[src/rtl/height_pkg.sv]
// rtl/height_pkg.sv - shared types and default sizes for the height pipeline
package height_pkg;

    typedef enum logic {
        LIVE   = 1'b0,
        BROWSE = 1'b1
    } hist_state_t;

    localparam int HEIGHT_WIDTH = 8;
    localparam int HIST_DEPTH   = 10;

endpackage

[src/rtl/button_debouncer.sv]
// rtl/button_debouncer.sv - synchroniser, stability counter and press pulse for an active-low button
module button_debouncer #(
    parameter int DEBOUNCE_CYCLES = 1048576
) (
    input  logic clk,
    input  logic rst_n,
    input  logic btn_n,
    output logic press
);

    localparam int CNTW = $clog2(DEBOUNCE_CYCLES + 1);
    localparam logic [CNTW-1:0] CNT_LAST = CNTW'(DEBOUNCE_CYCLES - 1);

    logic            sync1;
    logic            sync2;
    logic            stable;
    logic [CNTW-1:0] cnt;

    always_ff @(posedge clk) begin
        if (!rst_n) begin
            sync1  <= 1'b1;
            sync2  <= 1'b1;
            stable <= 1'b1;
            cnt    <= '0;
            press  <= 1'b0;
        end else begin
            sync1 <= btn_n;
            sync2 <= sync1;
            press <= 1'b0;
            // Any cycle agreeing with the stable level restarts the run.
            if (sync2 != stable) begin
                if (cnt == CNT_LAST) begin
                    stable <= sync2;
                    cnt    <= '0;
                    press  <= ~sync2;
                end else begin
                    cnt <= cnt + CNTW'(1);
                end
            end else begin
                cnt <= '0;
            end
        end
    end

endmodule

[src/rtl/history_browser.sv]
// rtl/history_browser.sv - ring buffer of recent height samples with button-driven browsing
module history_browser
    import height_pkg::*;
#(
    parameter int WIDTH           = HEIGHT_WIDTH,
    parameter int DEPTH           = HIST_DEPTH,
    parameter int DEBOUNCE_CYCLES = 1048576,
    parameter int TIMEOUT_CYCLES  = 60000000
) (
    input  logic                       clk,
    input  logic                       rst_n,
    input  logic                       sample_valid,
    input  logic [WIDTH-1:0]           sample_data,
    input  logic                       clr,
    input  logic                       btn_next_n,
    input  logic                       btn_prev_n,
    output logic [WIDTH-1:0]           disp_value,
    output logic [$clog2(DEPTH)-1:0]   disp_age,
    output logic                       disp_live,
    output logic [$clog2(DEPTH+1)-1:0] hist_count
);

    localparam int AW = $clog2(DEPTH);
    localparam int CW = $clog2(DEPTH + 1);
    localparam int TW = $clog2(TIMEOUT_CYCLES + 1);
    localparam logic [AW-1:0] AGE_LAST = AW'(DEPTH - 1);
    localparam logic [CW-1:0] CNT_FULL = CW'(DEPTH);
    localparam logic [TW-1:0] TMO_LOAD = TW'(TIMEOUT_CYCLES);

    logic [WIDTH-1:0] mem [DEPTH];
    logic [AW-1:0]    wr_ptr;
    logic [AW-1:0]    age;
    logic [AW-1:0]    rd_addr;
    logic [TW-1:0]    tmo;
    hist_state_t      state;
    logic             next_p;
    logic             prev_p;
    logic             tmo_done;

    button_debouncer #(.DEBOUNCE_CYCLES(DEBOUNCE_CYCLES)) u_next_btn (
        .clk   (clk),
        .rst_n (rst_n),
        .btn_n (btn_next_n),
        .press (next_p)
    );

    button_debouncer #(.DEBOUNCE_CYCLES(DEBOUNCE_CYCLES)) u_prev_btn (
        .clk   (clk),
        .rst_n (rst_n),
        .btn_n (btn_prev_n),
        .press (prev_p)
    );

    // (wr_ptr - 1 - age) mod DEPTH; the else branch may overflow AW bits mid-sum but lands in range.
    always_comb begin
        rd_addr = '0;
        if (wr_ptr > age) rd_addr = wr_ptr - age - AW'(1);
        else              rd_addr = wr_ptr + AGE_LAST - age;
    end

    assign tmo_done = (tmo <= TW'(1));

    always_ff @(posedge clk) begin
        if (rst_n && !clr && sample_valid) mem[wr_ptr] <= sample_data;
    end

    always_ff @(posedge clk) begin
        if (!rst_n || clr) begin
            wr_ptr     <= '0;
            hist_count <= '0;
            state      <= LIVE;
            age        <= '0;
            tmo        <= '0;
        end else begin
            if (sample_valid) begin
                wr_ptr <= (wr_ptr == AGE_LAST) ? '0 : wr_ptr + AW'(1);
                if (hist_count != CNT_FULL) hist_count <= hist_count + CW'(1);
            end
            case (state)
                LIVE: begin
                    age <= '0;
                    if (next_p && !prev_p && hist_count >= CW'(2)) begin
                        state <= BROWSE;
                        age   <= AW'(1);
                        tmo   <= TMO_LOAD;
                    end
                end
                BROWSE: begin
                    // A write shifts age to keep the same entry selected and swallows any button pulse.
                    if (sample_valid) begin
                        if ((age == AGE_LAST && hist_count == CNT_FULL) || tmo_done) begin
                            state <= LIVE;
                            age   <= '0;
                        end else begin
                            age <= age + AW'(1);
                            tmo <= tmo - TW'(1);
                        end
                    end else if (next_p || prev_p) begin
                        tmo <= TMO_LOAD;
                        if (next_p && !prev_p)
                            age <= (CW'(age) == hist_count - CW'(1)) ? '0 : age + AW'(1);
                        else if (prev_p && !next_p)
                            age <= (age == '0) ? AW'(hist_count - CW'(1)) : age - AW'(1);
                    end else if (tmo_done) begin
                        state <= LIVE;
                        age   <= '0;
                    end else begin
                        tmo <= tmo - TW'(1);
                    end
                end
            endcase
        end
    end

    always_ff @(posedge clk) begin
        if (!rst_n) begin
            disp_value <= '0;
            disp_age   <= '0;
            disp_live  <= 1'b1;
        end else begin
            disp_value <= (hist_count == '0) ? '0 : mem[rd_addr];
            disp_age   <= age;
            disp_live  <= (state == LIVE);
        end
    end

endmodule

[config.mk]
export PLATFORM = sky130hd
export DESIGN_NAME = history_browser
export DESIGN_NICKNAME = d
export VERILOG_FILES = /design/src/rtl/height_pkg.sv /design/src/rtl/button_debouncer.sv /design/src/rtl/history_browser.sv
export SDC_FILE = /design/constraint.sdc
export NUM_CORES = 1
export LEC_CHECK = 0
export CAP_MARGIN = 15
export CELL_PAD_IN_SITES_DETAIL_PLACEMENT = 0
export CELL_PAD_IN_SITES_GLOBAL_PLACEMENT = 1
export CORE_ASPECT_RATIO = 1.5
export CORE_MARGIN = 2
export CORE_UTILIZATION = 51
export CTS_BUF_LIST = sky130_fd_sc_hd__clkbuf_4 sky130_fd_sc_hd__clkbuf_8
export CTS_CLUSTER_SIZE = 12
export DETAILED_ROUTE_END_ITERATION = 12
export PLACE_DENSITY = 0.82
export SLEW_MARGIN = 40
export SYNTH_ARGS = -nofsm -noshare
export SYNTH_HDL_FRONTEND = slang
export SYNTH_SLANG_ARGS = --single-unit
[constraint.sdc]
create_clock -name clk -period 3.7 [get_ports clk]
set_clock_uncertainty 0.2 [all_clocks]
set_input_delay 0.74 -clock clk [delete_from_list [all_inputs] [get_ports clk]]
set_output_delay 0.74 -clock clk [all_outputs]
set_load 0.02 [all_outputs]
**Word level (Yosys, flattened, before mapping)**

Memory sizes are Yosys's and may differ from the RTL's. A register that Yosys moved wholly into a read port is not among the register bits.
Index checks and enable logic that the tools add are counted.

- Flip-flop bits (word level): 94
- Latch bits: 0
- Bits in writable memories: 80
- Bits in read-only memories: 0
- Bits of input ports: 14
- Output and inout bits: 17
- Logic and storage cells: 104
- Memories: 1

Memory list:

| name | depth | bits a word | rd ports | clocked after Yosys merged registers in | wr ports | line | RTL |
|---|---|---|---|---|---|---|---|
| mem | 10 | 8 | 1 | 1 | 1 | history_browser.sv:30 | `logic [WIDTH-1:0] mem [DEPTH];` |

- Add/subtract/negate cells: 12
- Multipliers: 0
- Div/mod/pow operators: 0
- $lt $le $gt $ge: 3
- Equality and inequality tests: 14
- Shift-type cells: 0
- Mux-type cells: 26
- Bitwise operators: 6
- Reduce and logical (&&, ||, !) cells: 25

Operator list:

| kind | number |
|---|---|
| $mux 26 | 5 |
| $pmux 26 s2 | 1 |
| $add 21x1->21 const B | 2 |
| $eq 21x20->1 const B | 2 |
| $mux 4 | 10 |
| $le 26x1->1 const B | 1 |
| $sub 26x1->26 const B | 1 |
| $add 4x1->4 const B | 3 |
| $eq 4x4->1 const B | 3 |
| $sub 4x1->4 const B | 3 |
| $reduce_and 3->1 | 3 |
| $logic_not 4->1 | 2 |
| $mux 1 | 8 |
| $pmux 4 s2 | 1 |
| $reduce_and 2->1 | 4 |
| $sub 4x4->4 | 2 |
| $logic_and 1x1->1 | 6 |
| $not 1->1 | 6 |
| $reduce_or 3->1 | 2 |
| $ne 5x4->1 const B | 1 |
| $add 4x4->4 const B | 1 |
| $eq 4x4->1 | 1 |
| $ge 4x2->1 const B | 1 |
| $gt 4x4->1 | 1 |
| 10 further kinds | 16 |

**Depth between registers and ports, before layout**

- Word-level depth: 7
- Depth in mapped cells: 12
- Gate-level depth less buffers: 10

**By module**

Synthesis repeated with hierarchy kept, for this count alone.

- Cells, all modules: 731
- Area, all modules: 8298.0 µm²

Modules (own cells, without submodules):

| module | times used | cells each | area an instance (µm²) | sequential area each (µm²) |
|---|---|---|---|---|
| history_browser | 1 | 499 | 6035.8 | 3443.3 |
| button_debouncer | 2 | 116 | 1131.1 | 500.5 |

**Worst setup path before layout**

No wires, ideal clock.

- Path type: flip-flop to flip-flop
- From: reg age[2]
- To: reg disp_value[0] (read register of mem)
- Setup time: 0.086 ns
- Arrival time: 2.810 ns
- Data required time: 3.414 ns
- Path slack: 0.604 ns
- Cell stages (with the launch flop): 13
- Buffers on the path: 2
- Clock period less this slack: 3.096 ns
- Path through: dfxtp_1 -> clkbuf_1 -> inv_1 -> ha_1 -> inv_1 -> fa_1 -> nor2b_1 -> a221oi_2 -> xnor2_2 -> buf_2 -> mux2i_1 -> a221o_1 -> a211oi_1

- Cells in the longest elaborated chain, start to end: 3
- Elaborated cells between the ends (all ways): 5
- Classes of those cells: add/sub (3); order compare (1); mux (1)

RTL lines:

| item | line | RTL |
|---|---|---|
| start: declaration | history_browser.sv:32 | `logic [AW-1:0] age;` |
| start signal: assignment | history_browser.sv:95 | `age <= age + AW'(1);` |
| start signal: assignment | history_browser.sv:101 | `age <= (CW'(age) == hist_count - CW'(1)) ? '0 : age + AW'(1);` |
| start signal: assignment | history_browser.sv:103 | `age <= (age == '0) ? AW'(hist_count - CW'(1)) : age - AW'(1);` |
| $sub 4x4->4 | history_browser.sv:57 | `if (wr_ptr > age) rd_addr = wr_ptr - age - AW'(1);` |
| $sub 4x1->4 | history_browser.sv:57 |  |
| $mux 4 * | history_browser.sv:57 |  |
| end: declaration | history_browser.sv:17 | `output logic [WIDTH-1:0] disp_value,` |

Every way passes the cells marked *; elsewhere a longest branch is shown, timed or not.
A chain may end at the register's enable or synchronous reset.

**Final worst setup path**

Ends and elaborated chain as after synthesis.

==> results.json <==
{
  "worst_slew_margin_rel": 0.586,
  "maxSlewViolCount": 0,
  "critical-path-slowest-cell": "a221oi_2",
  "antenna_left": 0,
  "r2r_setup_slack_ns": 0.36,
  "depth_of_the_worst_register_to_register_path": 12,
  "synth_edf_count": 80,
  "cts_hold_buffers": 0,
  "grt_first_pass_wirelength_mm": 25.7,
  "cp-endpoint": "disp_value[0]",
  "worst_r2r_startpoint": "age[2]",
  "yosys.area.top_type": "edfxtp_1",
  "commonest_cells_post_synth": "107 x nor2_1, 102 x dfxtp_1, 80 x edfxtp_1",
  "capturing_point_of_the_worst_reg2reg_path": "disp_value[0]",
  "port-buffer-count": 30,
  "max-vdd-ir-drop_mv": 0.251,
  "postSynthCellCount": 711,
  "ctsResizeCount": 0,
  "nets_in_the_synthesized_netlist": 746,
  "fin_cells": 972,
  "outcome": "finished, final reports clean",
  "yosys.cell_count.top_type": "nor2_1",
  "layout-drive-gt1-share": 0.114,
  "grt_antenna_before_repair": 0,
  "initial_utilization": 0.516,
  "total_of_max_cap_violations": 0,
  "placed_cells": 940,
  "global_route.overflow_total": 0,
  "tns_ns": 0,
  "die_w_um": 106,
  "crit_path_cell_trace": "inv_1, ha_1, inv_1, fa_1, nor2b_1, a221oi_2, buf_4, or3b_2, a21boi_1, buf_4, a221o_1, a211oi_1",
  "io-pin-count": 31,
  "max_freq_mhz": 300,
  "async_flop_share": 0,
  "worst_setup_path_startpoint": "age[2]",
  "postCtsSetupRepairBufs": 0,
  "num_rows": 56,
  "synth.ff_latch_count": 182,
  "ctsRootBufferMaster": "clkbuf_8",
  "gp_congestion": 0.803,
  "path_class": "reg2reg",
  "antenna-diode-count": 0,
  "finish.net_count": 791,
  "grt_setup_unrepaired": "false",
  "htree_levels": 4,
  "period_needed_ns": 3.34,
  "first_global_vias": 5478,
  "total_number_of_vias": 5368,
  "via_density_per_instance": 5.52,
  "synth_top_area_frac": 0.299,
  "yosys.cell_types.count": 66,
  "clk_pin_slew_worst_paths_ns": 0.12,
  "power_per_cell_area_nw_per_um2": 406,
  "tightest_slew_ns": 0.620,
  "cts_made_buffers": 17,
  "critical-path-max-stage-delay_ns": 0.43,
  "worstHoldPathType": "reg2reg",
  "synth_area_um2": 8030,
  "clock_insertion_delay_worst_skew_ns": 0.47,
  "wirelength_mm": 15.8,
  "place_hpwl_mm": 10.9,
  "total_setup_violations_reported_at_the_end_of_the_flow": 0,
  "critical_path.endpoint_type": "flop",
  "report.final.hold_viol_count": 0,
  "drt-initial-drc-count": 197,
  "synth_ff_type": "dfxtp_1",
  "core_um2": 15600,
  "cts.sink_count": 182,
  "area.growth.synth_to_final_pct": 13.5,
  "tritoncts": "yes",
  "detail_route.first_pass.iterations": 4,
  "maximum_number_of_pins_on_one_net_before_global_route_repair": 24,
  "timing.critical_path.arrival_ns": 3.52,
  "synth.area.top_cells": "edfxtp_1 30%, dfxtp_1 25%, nor2_1 5.0%",
  "final.hold.worst_slack_ns": 0.227,
  "clk_path_buf_depth": 2,
  "critical_path_peak_fanout": 8,
  "layout_worst_path_cycle_share": 0.901,
  "dieHeight_um": 158,
  "finish.utilization": 0.586,
  "drt_drc_violations_left": 0,
  "grtUsageTotal": 0.196,
  "synth_sequential_area_ratio": 0.554,
  "critical_path.startpoint_type": "flop",
  "design.die.area_um2": 16800,
  "layout.filler_cells": 1330,
  "synth_area_per_cell_um2": 11.3,
  "crit_required_ns": 3.88,
  "yosys_warnings": 0,
  "p_leak_nw": 3.15,
  "routed_len_inst_um": 16.3
}
flip-flops by register name, summed over array words and instances, names as in the netlist:
register           flops
hist_count             4
age                    4
u_next_btn.sync1       1
u_prev_btn.sync1       1
u_prev_btn.press       1
mem                   80
disp_live              1
tmo                   26
disp_value             8
wr_ptr                 4
u_prev_btn.cnt        21
disp_age               4
u_prev_btn.sync2       1
u_next_btn.cnt        21
state                  1
u_prev_btn.stable      1
u_next_btn.sync2       1
u_next_btn.stable      1
u_next_btn.press       1
placed cells by master, fill, tap and decap left out, types with 7 or more instances in the layout:
cell type / instances
clkbuf_8: 17
a21oi_1: 22
o2111ai_1: 9
ha_1: 18
xor2_1: 39
inv_1: 22
nand2b_1: 10
dfxtp_1: 102
and2_1: 7
clkdlybuf4s50_1: 30
xnor2_1: 36
nor3_1: 18
buf_4: 24
a211oi_1: 9
nand3_1: 20
a221o_1: 8
and3_1: 16
nor2_1: 107
nand2_1: 35
mux2i_1: 25
mux4_2: 9
edfxtp_1: 80
per-layer routing:
layer / vias up / share of wire / GRT usage
met2: 80 / 0.55 / 0.370
met1: 2630 / 0.41 / 0.213
met3: 28 / 0.027 / 0.0395
met4: 0 / 0.021 / 0.0779
met5: - / 0 / 0
li1: 2630 / - / -
worst min path at each step:
stage / start / endpoint / slack (ns) / depth (start not counted)
finish: u_next_btn.sync1 / u_next_btn.sync2 / 0.23 / 1
global placement: u_next_btn.sync1 / u_next_btn.sync2 / 0.20 / 1
detailed placement: u_next_btn.sync1 / u_next_btn.sync2 / 0.20 / 1
global route: u_next_btn.sync1 / u_next_btn.sync2 / 0.25 / 1
CTS: u_next_btn.sync1 / u_next_btn.sync2 / 0.24 / 1
floorplan: u_next_btn.sync1 / u_next_btn.sync2 / 0.19 / 1
cells by family after synthesis:
kind of cell / count (synthesis) / share of synthesized area
XOR/XNOR: 76 / 0.0838
flip-flops: 182 / 0.554
adder cells (fa/ha/maj): 21 / 0.0355
multiplexers: 34 / 0.0564
buffers and inverters: 51 / 0.0276
AND/OR/NAND/NOR: 256 / 0.156
AO/OA/AOI/OAI: 91 / 0.0871
worst max-delay path, delay by kind of cell, from the launching register on:
| kind | cells | cell delay, ns |
|---|---|---|
| flip-flops | 1 | 0.41 |
| AND/OR/NAND/NOR | 2 | 0.30 |
| adder cells (fa/ha/maj) | 2 | 0.61 |
| buffers and inverters | 4 | 0.68 |
| AO/OA/AOI/OAI | 4 | 1.05 |
report_power, final:
group          leakage, nW  switching (mW)  internal (mW)
Clock                0.221           0.874          0.550
Combinational         1.38          0.0895         0.0767
Sequential            1.54         0.00584           2.10
Total                 3.15           0.969           2.73
metrics by stage:
step,setup WS (ns),cell area [um^2],power (mW)
4_1_cts,0.366,9110,3.74
2_1_floorplan,0.604,8030,2.26
3_3_place_gp,0.316,8640,2.32
5_1_grt,0.163,9110,3.82
6_report,0.365,9110,3.70
3_5_place_dp,0.405,8660,2.32
final cells by class:
class / count / area (um^2) / area share
flip-flops and latches: 182 / 4440 / 0.488
clock inverters: 15 / 215 / 0.0236
inverters: 22 / 82.6 / 0.00906
repair buffers: 55 / 500 / 0.0549
clock buffers: 17 / 234 / 0.0257
well taps: 203 / 254 / 0.0279
multi-input cells: 478 / 3380 / 0.371
Power figures use the tool's default switching activity.
==> variant, RTL diff (config.mk and constraints unchanged) <==
Add an input register stage for `sample_valid`, `sample_data`, `clr`, `btn_next_n` and `btn_prev_n`, without a reset; this delays them by one clock.
--- a/src/rtl/history_browser.sv
+++ b/src/rtl/history_browser.sv
@@ -29,2 +29,16 @@
 
+    logic sample_valid_q;
+    logic [WIDTH-1:0] sample_data_q;
+    logic clr_q;
+    logic btn_next_n_q;
+    logic btn_prev_n_q;
+
+    always_ff @(posedge clk) begin
+        sample_valid_q <= sample_valid;
+        sample_data_q  <= sample_data;
+        clr_q          <= clr;
+        btn_next_n_q   <= btn_next_n;
+        btn_prev_n_q   <= btn_prev_n;
+    end
+
     logic [WIDTH-1:0] mem [DEPTH];
@@ -42,3 +56,3 @@
         .rst_n (rst_n),
-        .btn_n (btn_next_n),
+        .btn_n (btn_next_n_q),
         .press (next_p)
@@ -49,3 +63,3 @@
         .rst_n (rst_n),
-        .btn_n (btn_prev_n),
+        .btn_n (btn_prev_n_q),
         .press (prev_p)
@@ -63,3 +77,3 @@
     always_ff @(posedge clk) begin
-        if (rst_n && !clr && sample_valid) mem[wr_ptr] <= sample_data;
+        if (rst_n && !clr_q && sample_valid_q) mem[wr_ptr] <= sample_data_q;
     end
@@ -67,3 +81,3 @@
     always_ff @(posedge clk) begin
-        if (!rst_n || clr) begin
+        if (!rst_n || clr_q) begin
             wr_ptr     <= '0;
@@ -74,3 +88,3 @@
         end else begin
-            if (sample_valid) begin
+            if (sample_valid_q) begin
                 wr_ptr <= (wr_ptr == AGE_LAST) ? '0 : wr_ptr + AW'(1);
@@ -89,3 +103,3 @@
                     // A write shifts age to keep the same entry selected and swallows any button pulse.
-                    if (sample_valid) begin
+                    if (sample_valid_q) begin
                         if ((age == AGE_LAST && hist_count == CNT_FULL) || tmo_done) begin
Formal check against the unedited RTL: not equivalent (a bounded check fails within 4 cycles, from zero or initial values and one cycle with rst_n low).
==> variant against the original RTL <==
Combinational power grew 5%. Critical endpoint is now disp_value[4]. Sequential power is 7% higher. Design area increased by 2.6%. Sequential cell count rose by 12. First-iteration DRC count up 71%. Largest cell class unchanged. Highest routed layer unchanged. Synthesized area grew 4.1%. Wire length rose by 11%. Synthesized cell count rose by 9.8%. Total power rose by 0.13%. Utilization fell by 0.56 points. Setup slack better by 0.13 ns. Critical path type unchanged. Die area grew 4.0%.
==> variant: results (changes against the original RTL) <==
FF-to-FF Start=wr_ptr[1]; first-pass iteration count of the detailed router=5 (+1); layout cells sized above 1=8.13% (-3.3 points); Seq/Total Area, Yosys=56.0% (+0.69 points); clock power share=34.3% (-4.2 points); Metal-1 WL=7020 um (+9.3%); Cell Count, Final, Fillers Out=1042 (+7.2%); Fillers=1397 (+5.0%); Distinct cells, synth=58 (-12%); GRT Resource Usage Total=21.2% (+1.6 points); Met3 Wirelength=658 um (+55%); Combinational Power Share=4.7% (+0.2 points); Vias=5918 (+10%); met2 usage=38.6% (+1.5 points); #FFs+latches synth=194 (+6.6%); status=complete, no violations; Synthesized Nets=816 (+9.4%); dpl hpwl=12500 um (+15%); Clk pin slew, worst setup/hold paths=0.10 ns (-0.02 ns); violation count after the first detailed-routing iteration=337 (+71%); CP max stage cell=dfxtp_1; Relative slew margins=48.7% (-9.9 points); Synth Area in Adders=3.41% (-0.14 points); kind of cell adding the most delay to the critical path=adder cells; hold path endpoint=u_next_btn.sync1; reg2reg path depth=10 (-2); Hold Startpoint=btn_next_n_q; sw power=893 uW (-7.9%); RePlAce Congestion=0.882 (+9.8%); XOR/XNOR share of the synthesized area=6.29% (-2.1 points); Compound-Gate Fraction of Synth Area=9.31% (+0.60 points); met1 Resource Use GR=23.4% (+2.2 points); Static Leakage=3.31 nW (+5.2%); Place WS=0.469 ns (+0.0644 ns); fin nets=858 (+8.5%); crit-path max FO=12 (+4); final instance area=0.00935 mm2 (+2.6%); grt met3 use=4.67% (+0.71 points)
-- variant: cell count changes after synthesis, moves of 10 or more --
cell,before,now
nand2_1,35,67
nand3_1,20,35
o21ai_0,5,17
or4_1,3,13
nor2_1,107,79
a21oi_1,22,34
nand4_1,6,19
dfxtp_1,102,114
-- variant: area by class of cell --
class                   instances  share of cell area, %
repair buffers                 54                   5.27
clock inverters                14                   1.32
clock buffers                  18                   2.58
inverters                      30                   1.20
well taps                     206                   2.76
flip-flops and latches        194                   50.1
multi-input cells             526                   36.8
-- variant: worst max-delay path by stage --
stage / from / to / slack [ns] / cells after the start
2_1_floorplan: age[2] / disp_value[4] / 0.57 / 12
3_3_place_gp: age[2] / disp_value[4] / 0.67 / 11
3_5_place_dp: age[2] / disp_value[4] / 0.47 / 11
4_1_cts: age[2] / disp_value[4] / 0.44 / 11
5_1_grt: wr_ptr[1] / disp_value[4] / 0.28 / 10
6_report: wr_ptr[1] / disp_value[4] / 0.50 / 10
